File: src/rtl/riscv_pkg.sv
// Slice of the riscv package: the domain type, the widths, and the cause code
// used by the JIT domain-switch sequencer.
package riscv;
    localparam int unsigned XLEN = 64;
    localparam int unsigned VLEN = 39;

    localparam logic [XLEN-1:0] ILLEGAL_INSTR = 64'd2;

    typedef enum logic [1:0] {
        DOMI = 2'd0,
        DOM0 = 2'd1,
        DOM1 = 2'd2,
        DOM2 = 2'd3
    } dmp_domain_t;

    localparam dmp_domain_t DMP_RESET_DOM = DOMI;
endpackage

File: src/rtl/dmp_dom_stack.sv
// Return-domain LIFO. A push while full or a pop while empty is dropped, so
// the count always stays within 0..StackDepth.
module dmp_dom_stack
    import riscv::*;
#(
    parameter int unsigned StackDepth = 4,
    localparam int unsigned CntW = $clog2(StackDepth + 1)
) (
    input  logic            clk_i,
    input  logic            rst_ni,
    input  logic            push_i,
    input  logic            pop_i,
    input  logic            clear_i,
    input  dmp_domain_t     data_i,
    output dmp_domain_t     top_o,
    output logic [CntW-1:0] cnt_o,
    output logic            full_o,
    output logic            empty_o
);
    dmp_domain_t     mem_q [StackDepth];
    dmp_domain_t     mem_d [StackDepth];
    logic [CntW-1:0] cnt_q, cnt_d;

    assign full_o  = (cnt_q == CntW'(StackDepth));
    assign empty_o = (cnt_q == '0);
    assign cnt_o   = cnt_q;

    always_comb begin
        top_o = mem_q[0];
        for (int i = 0; i < StackDepth; i++) begin
            if (cnt_q == CntW'(i + 1)) top_o = mem_q[i];
        end
    end

    always_comb begin
        mem_d = mem_q;
        cnt_d = cnt_q;
        if (clear_i) begin
            cnt_d = '0;
        end else if (push_i && !full_o) begin
            for (int i = 0; i < StackDepth; i++) begin
                if (cnt_q == CntW'(i)) mem_d[i] = data_i;
            end
            cnt_d = cnt_q + 1'b1;
        end else if (pop_i && !empty_o) begin
            cnt_d = cnt_q - 1'b1;
        end
    end

    always_ff @(posedge clk_i) begin
        if (!rst_ni) begin
            cnt_q <= '0;
            for (int i = 0; i < StackDepth; i++) mem_q[i] <= DMP_RESET_DOM;
        end else begin
            cnt_q <= cnt_d;
            mem_q <= mem_d;
        end
    end
endmodule

File: src/rtl/dmp_domain_ctrl.sv
// Commit-stage sequencer for chdom/retdom: holds commit, drains the frontend
// through a flush handshake, then switches the current domain.
module dmp_domain_ctrl
    import riscv::*;
#(
    parameter int unsigned  StackDepth = 4,
    parameter dmp_domain_t  ResetDom   = DMP_RESET_DOM,
    localparam int unsigned CntW       = $clog2(StackDepth + 1)
) (
    input  logic            clk_i,
    input  logic            rst_ni,
    input  logic            commit_valid_i,
    output logic            commit_ready_o,
    input  logic            commit_chg_dom_i,
    input  logic            commit_ret_i,
    input  dmp_domain_t     commit_target_dom_i,
    input  logic [VLEN-1:0] commit_pc_i,
    input  logic            trap_i,
    output logic            flush_req_o,
    input  logic            flush_ack_i,
    output dmp_domain_t     curdom_o,
    output logic            ex_valid_o,
    output logic [XLEN-1:0] ex_cause_o,
    output logic [XLEN-1:0] ex_tval_o,
    output logic [CntW-1:0] stack_cnt_o
);
    typedef enum logic [1:0] {IDLE = 2'd0, FLUSH = 2'd1, EXC = 2'd2} state_e;

    state_e          state_q, state_d;
    dmp_domain_t     curdom_q, curdom_d;
    dmp_domain_t     tgt_q, tgt_d;
    logic            ret_q, ret_d;
    logic [VLEN-1:0] pc_q, pc_d;

    dmp_domain_t     stk_top;
    logic            stk_full, stk_empty;
    logic            hs, ack;

    // A trap in the same cycle overrides both the commit and the flush ack.
    assign hs  = commit_valid_i && commit_ready_o && !trap_i;
    assign ack = (state_q == FLUSH) && flush_ack_i && !trap_i;

    assign commit_ready_o = (state_q == IDLE);
    assign flush_req_o    = (state_q == FLUSH) && !trap_i;
    assign ex_valid_o     = (state_q == EXC) && !trap_i;
    assign ex_cause_o     = ex_valid_o ? ILLEGAL_INSTR : '0;
    assign ex_tval_o      = ex_valid_o ? XLEN'(pc_q) : '0;
    assign curdom_o       = curdom_q;

    dmp_dom_stack #(.StackDepth(StackDepth)) i_stack (
        .clk_i   (clk_i),
        .rst_ni  (rst_ni),
        .push_i  (ack && !ret_q),
        .pop_i   (ack && ret_q),
        .clear_i (trap_i),
        .data_i  (curdom_q),
        .top_o   (stk_top),
        .cnt_o   (stack_cnt_o),
        .full_o  (stk_full),
        .empty_o (stk_empty)
    );

    always_comb begin
        state_d  = state_q;
        curdom_d = curdom_q;
        tgt_d    = tgt_q;
        ret_d    = ret_q;
        pc_d     = pc_q;
        if (trap_i) begin
            state_d  = IDLE;
            curdom_d = ResetDom;
        end else begin
            unique case (state_q)
                IDLE: if (hs && commit_chg_dom_i) begin
                    tgt_d = commit_target_dom_i;
                    ret_d = commit_ret_i;
                    pc_d  = commit_pc_i;
                    if ((commit_ret_i && stk_empty) || (!commit_ret_i && stk_full))
                        state_d = EXC;
                    else
                        state_d = FLUSH;
                end
                FLUSH: if (ack) begin
                    curdom_d = ret_q ? stk_top : tgt_q;
                    state_d  = IDLE;
                end
                EXC:     state_d = IDLE;
                default: state_d = IDLE;
            endcase
        end
    end

    always_ff @(posedge clk_i) begin
        if (!rst_ni) begin
            state_q  <= IDLE;
            curdom_q <= ResetDom;
            tgt_q    <= ResetDom;
            ret_q    <= 1'b0;
            pc_q     <= '0;
        end else begin
            state_q  <= state_d;
            curdom_q <= curdom_d;
            tgt_q    <= tgt_d;
            ret_q    <= ret_d;
            pc_q     <= pc_d;
        end
    end
endmodule

File: config.mk
export PLATFORM = sky130hd
export DESIGN_NAME = dmp_domain_ctrl
export DESIGN_NICKNAME = d
export VERILOG_FILES = /design/src/rtl/riscv_pkg.sv /design/src/rtl/dmp_dom_stack.sv /design/src/rtl/dmp_domain_ctrl.sv
export SDC_FILE = /design/constraint.sdc
export NUM_CORES = 1
export LEC_CHECK = 0
export BUFFER_PORTS_ARGS = -buffer_cell sky130_fd_sc_hd__buf_2
export CORE_AREA = 2 2 91 93
export DETAILED_ROUTE_END_ITERATION = 8
export DIE_AREA = 0 0 93 95
export PLACE_DENSITY = 0.91
export SLEW_MARGIN = 0
export SYNTH_ARGS = -nofsm -noshare
export SYNTH_HDL_FRONTEND = slang
export SYNTH_SLANG_ARGS = --single-unit
File: constraint.sdc
create_clock -name clk_i -period 4.15 [get_ports clk_i]
set_input_delay 0.6225 -clock clk_i [delete_from_list [all_inputs] [get_ports clk_i]]
set_output_delay 0.6225 -clock clk_i [all_outputs]
set_load 0.02 [all_outputs]
==> metrics.md, run 1 <==
| Metric | Value |
|---|---|
| Worst path cell trace | `nor3b_2, buf_4, and2_1, buf_2` |
| Die Y | `95 microns` |
| Slew HR | `15.78%` |
| Maximum buffer depth of the clock tree | `2` |
| CTS resizes | `0` |
| Setup TNS | `0 ns` |
| CP max FO | `41` |
| Worst skew pair latency | `~0.33 ns` |
| Met1 usage | `between 20% and 30%` |
| Post-synthesis average cell area | `8.864 sq um` |
| Leakage | `2.080 nW` |
| Share of layout cells above drive strength 1 | `23.82%` |
| Seq/Total Area, Yosys | `between 30% and 40%` |
| Vias in the first global route | `about 2600` |
| Hold_sp | `i_stack.mem_q[6]` |
| Fin. Hold Viols | `0` |
| Row count | `33` |
| Post-layout min period | `2.340 ns` |
| Clock Sink Count | `57` |
| Maxcap violations | `0` |
| Core Box Area | `7928 sq um` |
| Mapped cell area | `3794 sq um` |
| Worst setup EP type | `output port` |
| Slew Viols, Final | `0` |
| Finished Cell Area | `4141 sq um` |
| CTS Buf Count | `9` |
| First-iteration detailed-routing DRC count | `94` |
| First-pass GRT wire length | `~12000 microns` |
| Fillers | `750` |
| Reg2reg start | `state_q[0]` |
| Grt met2 use | `between 20% and 30%` |
| Worst path buffer plus inverter count | `2` |
| Post-synth ARST share | `0%` |
| Synthesized instance count | `around 430` |
| Met3 global-route usage | `5.267%` |
| Nets | `557` |
| Total number of vias | `2930` |
| Startpoint types | `register` |
| Clock root buffer | `clkbuf_8` |
| PortBufs | `95` |
| Worst slew pin tran | `1.263 ns` |
| Seq cells post-synth | `57` |
| Initial antenna violation count | `1` |
| Post-DP HPWL | `5305 microns` |
| Main synth FF type | `dfxtp_1` |
| Commonest non-fill, non-tap cell in the layout | `buf_2` |
| Endpoints failing setup | `0` |
| Hold Path Cell Cnt | `2` |
| Count of flip-flops with a built-in enable after synthesis | `0` |
| CTS Hold Bufs | `0` |
| CP max stage delay | `around 0.47 ns` |
| Cells on worst reg2reg path | `3` |
| Wire per inst | `12.71 microns` |
| Worst hold-check path type | `register to register` |
| DR DRC count | `0` |
| Overall Power | `1.312 mW` |
| CP top delay family | `buffers and inverters` |
| DP Area | `3919 sq um` |
| P&R area growth vs syn | `9.169%` |
| R2r setup slk | `2.24 ns` |
| Worst R2R End | `i_stack.cnt_o[1]` |
| # IOs | `184` |
| Drt via density | `around 4.8` |
| Starting Density | `47.85%` |
| Most frequent cells in the layout | `buf_2, conb_1, dfxtp_1` |
| Peak VDD IR | `0.2251 mV` |
| GRT overflow | `0` |
| Total die area | `8835 sq um` |
| Period utilisation layout | `56.39%` |
| Synth warn | `0` |
| Highest clock rate | `427.3 MHz` |
| Post-synth cell types | `43` |
| CTS tree | `done` |
| H-Tree Depth | `3` |
| Largest net degree at the start of global routing | `87` |
| Initial DRT Pass Iterations | `4` |
| Clock Pin Slew Worst Setup and Hold Paths | `0.07 ns` |
| Min-Delay Endpoint | `i_stack.mem_q[6]` |
| Status | `complete, no violations` |
| Die width | `93 microns` |
| Setup bufs post-CTS | `0` |
| CP Data Required Time | `3.53 ns` |
| Arrival time worst endpoint | `1.72 ns` |
| Grt peak-use layer | `met2` |
| Gr usage total | `17.65%` |
| CP max stage cell | `dfxtp_1` |
| Gpl congestion | `0.8646` |
| Final wirelength | `7804 microns` |
| Unrepaired setup endpoints after global routing | `false` |
| Antenna Nets Post-Route | `0` |
| Layout Skew | `0.01039 ns` |
| CP Class | `register to output port` |
| Cell Pwr Density | `316.8 nW/um^2` |
## flip-flops by register name, summed over array words and instances (netlist names)
signal,cells
ret_q,1
state_q,2
i_stack.mem_q,8
pc_q,39
curdom_o,2
i_stack.cnt_o,3
tgt_q,2
## logic make-up (layout without fill, tap and decap cells)
| group | after synthesis | after routing | share of synthesized area (%) |
|---|---|---|---|
| muxes | 10 | 10 | 2.639 |
| buffers and inverters | 127 | 120 | 22.72 |
| and+or+nand+nor | 123 | 123 | 21.54 |
| DFF | 57 | 57 | 30.08 |
| adders and majority gates | 6 | 6 | 1.979 |
| xor gates and xnor gates | 2 | 2 | 0.4618 |
| other | 1 | 89 | 0.09885 |
| AOI/OAI and AO/OA | 102 | 102 | 20.48 |
## worst reg2reg max path: stages, from the launching register on
cell and delay [ns]:
dfxtp_1 0.49, nand4bb_1 0.51, a2111oi_0 0.67, a2111oi_1 0.11
## worst max-delay path by stage
stage / slack, ns / cells past startpoint / from / endpoint
after floorplan: 1.92 / 3 / trap_i / ex_tval_o[29]
after global placement: 1.91 / 5 / trap_i / ex_tval_o[22]
after detailed placement: 1.88 / 5 / trap_i / ex_tval_o[22]
after CTS: 1.79 / 4 / state_q[1] / ex_tval_o[22]
after global routing: 1.67 / 4 / state_q[1] / ex_tval_o[28]
final: 1.81 / 4 / state_q[1] / ex_tval_o[9]
## cell usage after synthesis, types with 3 or more instances
cell / n / share of area [%]
and2_1: 39 / 6.4
buf_4: 91 / 18
nand2_1: 14 / 1.4
a21boi_1: 21 / 4.2
dfxtp_1: 57 / 30
inv_1: 5 / 0.49
ha_1: 6 / 2.0
nand2b_1: 4 / 0.66
o21ai_0: 4 / 0.53
buf_6: 5 / 1.5
clkbuf_1: 21 / 2.1
buf_2: 4 / 0.53
and3_1: 44 / 7.3
nor4b_4: 3 / 1.9
mux2i_1: 10 / 2.6
o21a_1: 42 / 8.3
a21boi_0: 22 / 4.4
## power by group
| part | internal (mW) | switching [mW] |
|---|---|---|
| combinational | 0.0437 | 0.123 |
| sequential | 0.561 | 0.00799 |
| clock | 0.354 | 0.223 |
| total | 0.958 | 0.354 |
## routing by layer
layer,up-vias,share of wire [%]
li1,1442,-
met1,1354,44
met2,126,47
met3,8,7.4
met4,0,1.5
met5,-,0
## per-stage QoR
step,setup slack (ns),util [%],hold WS (ns),instances
6_report,1.810,52.24,0.4618,614
5_1_grt,1.670,52.21,0.4767,613
4_1_cts,1.792,52.21,0.4625,613
3_5_place_dp,1.883,49.43,0.4518,597
3_3_place_gp,1.909,49.43,0.4428,597
2_1_floorplan,1.921,-,0.4304,515
## cell type report
type	instances	area [sq um]	share of cell area [%]
Tap cell	105	131.4	3.172
Timing Repair Buffer	99	505.5	12.21
Antenna cell	1	2.502	0.06042
Clock inverter	5	78.83	1.903
Clock buffer	11	141.4	3.414
Inverter	5	18.77	0.4532
Multi-Input combinational cell	331	2122	51.24
Sequential cell	57	1141	27.55
No activity file was read; power rests on OpenSTA's default activity.
==> run 2, diff against run 1 <==
- ABC_AREA: default -> 1
- CORE_AREA: 2 2 91 93 -> 2 2 89 91
- DIE_AREA: 0 0 93 95 -> 0 0 91 93
- PLACE_DENSITY: 0.91 -> 0.86
- clock period: 4.15 -> 2.21 ns (I/O delays scaled with it)
==> run 2 against run 1 <==
  * Combinational power up 77%
  * Wire length decreased by 15%
  * Highest routed layer unchanged
  * Sequential share of layout area up 3.6 points
  * Critical path depth grew 1
  * Critical endpoint is now ex_tval_o[5]
==> metrics.md, run 2 <==
| Metric | Value |
|---|---|
| CP max FO | `34 (-17%)` |
| Initial antenna violation count | `0 (-1)` |
| Peak VDD IR | `0.3748 mV (+66%)` |
| Worst setup EP type | `output port` |
| Fillers | `748 (-0.27%)` |
| Post-synth ARST share | `0% (unchanged)` |
| Largest net degree at the start of global routing | `85 (-2.3%)` |
| Antenna Nets Post-Route | `0 (unchanged)` |
| Most flops, register | `pc_q` |
| Synth top cells by count | `buf_4, nor2_1, inv_1` |
| P&R area growth vs syn | `14.07%` |
| Endpoints failing setup | `0 (unchanged)` |
| Clock root buffer | `clkbuf_8` |
| Initial DRT Pass Iterations | `4 (unchanged)` |
| # IOs | `184 (unchanged)` |
| Main synth FF type | `dfxtp_1` |
| Status | `complete, no violations` |
| Die Y | `93 microns (-2.1%)` |
| Int Pwr | `1.747 mW (+82%)` |
| # diodes | `0 (-1)` |
| Max reg flops | `39 (unchanged)` |
| Nets | `606 (+8.8%)` |
| Finished Layout Cells | `659 (+7.3%)` |
| Arrival time worst endpoint | `1.63 ns (-0.09 ns)` |
| Wire per inst | `10.07 microns (-21%)` |
| Sequential cell area | `1141 sq um (unchanged)` |
| Row count | `32 (-3.0%)` |
| Setup bufs post-CTS | `0 (unchanged)` |
| H-Tree Depth | `3 (unchanged)` |
| Finished Cell Area | `3661 sq um (-12%)` |
| Switching share of power | `26.65% (-0.30 points)` |
| CTS resizes | `0 (unchanged)` |
| Multi-input gate area | `1406 sq um (-34%)` |
| Core Box Area | `7527 sq um (-5.1%)` |
| Die width | `91 microns (-2.2%)` |
| Vias in the first global route | `2570 (-2.2%)` |
| Synthesized instance count | `462 (+7.9%)` |
| Setup TNS | `0 ns (unchanged)` |
| Clock Sink Count | `57 (unchanged)` |
| Reg power frac | `45.4% (+2.0 points)` |
| Synth warn | `0 (unchanged)` |
| Post-layout min period | `a little under 2 ns` |
| Most frequent cells in the layout | `buf_2, conb_1, nor2_1` |
| DP Area | `3448 sq um (-12%)` |
| Post-synthesis average cell area | `6.947 sq um (-22%)` |
| CTS Buf Count | `9 (unchanged)` |
| First-iteration detailed-routing DRC count | `80 (-15%)` |
| Yosys top cell by area | `dfxtp_1` |
| Cell Pwr Density | `650.6 nW/um^2 (+110%)` |
| Worst skew pair latency | `0.33 ns (about the same)` |
| Highest clock rate | `roughly 510 MHz` |
| PortBufs | `95 (unchanged)` |
| Starting Density | `42.64% (-5.2 points)` |
| Total number of vias | `2837 (-3.2%)` |
| Synth top area share | `35.56% (+5.5 points)` |
| DR DRC count | `0 (unchanged)` |
| Maxcap violations | `0 (unchanged)` |
| P_sw | `634.8 uW (+79%)` |
| GRT overflow | `0 (unchanged)` |
| CP Data Required Time | `1.88 ns (-1.65 ns)` |
| Hold Path Cell Cnt | `3 (+1)` |
| Seq/Total Area, Yosys | `35.56% (+5.5 points)` |
| Startpoint types | `register` |
| Final wirelength | `6634 microns (-15%)` |
| Mapped cell area | `3209 sq um (-15%)` |
| Clock Power Share | `42.3% (-1.7 points)` |
| Overall Power | `2.382 mW (+82%)` |
| First-pass GRT wire length | `10890 microns (-13%)` |
| Share of layout cells above drive strength 1 | `21.01% (-2.8 points)` |
| Worst hold-check path type | `primary input to register` |
| Gr usage total | `15.86% (-1.8 points)` |
| Seq cells post-synth | `57 (unchanged)` |
| Post-DP HPWL | `4984 microns (-6.1%)` |
| Cells on worst reg2reg path | `9 (+6)` |
| Commonest non-fill, non-tap cell in the layout | `buf_2` |
| Maximum buffer depth of the clock tree | `2 (unchanged)` |
| Gpl congestion | `0.8508 (-1.6%)` |
| Layout Skew | `0.007860 ns (-0.002532 ns)` |
| Count of flip-flops with a built-in enable after synthesis | `0 (unchanged)` |
| Drt via density | `4.305 (-9.8%)` |
| CTS tree | `done` |
| Clock Pin Slew Worst Setup and Hold Paths | `0.07 ns (about the same)` |
| Fin. Hold Viols | `0 (unchanged)` |
| CTS Hold Bufs | `0 (unchanged)` |
| Synth area leaders | `dfxtp_1, buf_4, nor2_1, inv_1, a21oi_1` |
| Placed cell count | `643 (+7.7%)` |
| Slew Viols, Final | `0 (unchanged)` |
| Total die area | `8463 sq um (-4.2%)` |
| Period utilisation layout | `roughly 89%` |
| Unrepaired setup endpoints after global routing | `false` |
| CP Class | `register to output port` |
| Post-synth cell types | `17 (-60%)` |
| Leakage | `1.906 nW (-8.4%)` |
| Count leader, synth | `buf_4` |
| Combinational power share | `12.3% (-0.4 points)` |
==> run 2: cell types whose count changed in the layout (fill, tap and decap cells not counted), moves of 22 or more <==
cell / delta
nor2_1: +74
inv_1: +60
and3_1: -44
a21oi_1: +43
o21a_1: -42
and2_1: -39
o21ai_0: +39
nand2_1: +29
a21boi_0: -22
==> run 2: cell type report <==
type                       instances  share of cell area, %
clock buffer                      14                  4.716
clock inverter                     2                 0.9569
inverter                          66                  6.767
multi-input combinational        319                  38.41
sequential                        57                  31.17
tap                              102                  3.486
timing repair buffer              99                  14.49
==> run 2: layer usage <==
layer / routed length [microns] / global-route usage [%] / vias up
li1: - / - / 1431
met1: 2697 / 17.73 / 1274
met2: 3232 / 27.41 / 120
met3: 557 / 5.077 / 12
met4: 146 / 7.576 / 0
met5: 0 / 0 / -
==> run 2: through the flow <==
stage | hold WS [ns] | utilization [%] | setup slack, ns
CTS | 0.2621 | 48.57 | 0.08725
detailed placement | 0.4427 | 45.81 | 0.3214
floorplan | 0.4300 | - | 0.1522
finish | 0.2697 | 48.64 | 0.2499
global route | 0.2901 | 48.64 | 0.1041
global placement | 0.4392 | 45.81 | 0.4203
==> run 2: logic make-up (layout without fill, tap and decap cells) <==
logic type / after synthesis / after routing / synth area share [%]
fa+ha+maj: 6 / 6 / 2.339
buf+inv: 173 / 181 / 30.96
simple gates: 138 / 138 / 17.47
flops: 57 / 57 / 35.56
other cells: 1 / 88 / 0.1168
compound gates: 87 / 87 / 13.57
==> run 2: power by group through the flow <==
stage / clock [mW] / sequential (mW) / combinational (mW)
floorplan: 0 / 1.10 / 0.343
global placement: 0 / 1.10 / 0.285
detailed placement: 0 / 1.10 / 0.290
CTS: 1.03 / 1.08 / 0.291
global route: 1.08 / 1.08 / 0.327
finish: 1.01 / 1.08 / 0.293
==> run 2: critical path, cell delays in order (launching register included) <==
cell	delay, ns
dfxtp_1	0.35
nor3_2	0.26
inv_1	0.18
buf_12	0.20
nor2_1	0.12
buf_2	0.18
==> run 2: path summary, 6_finish.rpt <==
check / slack [ns] / start / end
worst max register to register: 0.59 / i_stack.cnt_o[0] / i_stack.mem_q[0]
worst min register to register: 0.45 / pc_q[5] / pc_q[5]
worst max-delay path: 0.25 / state_q[0] / ex_tval_o[5]
worst min-delay path: 0.27 / commit_pc_i[34] / pc_q[34]
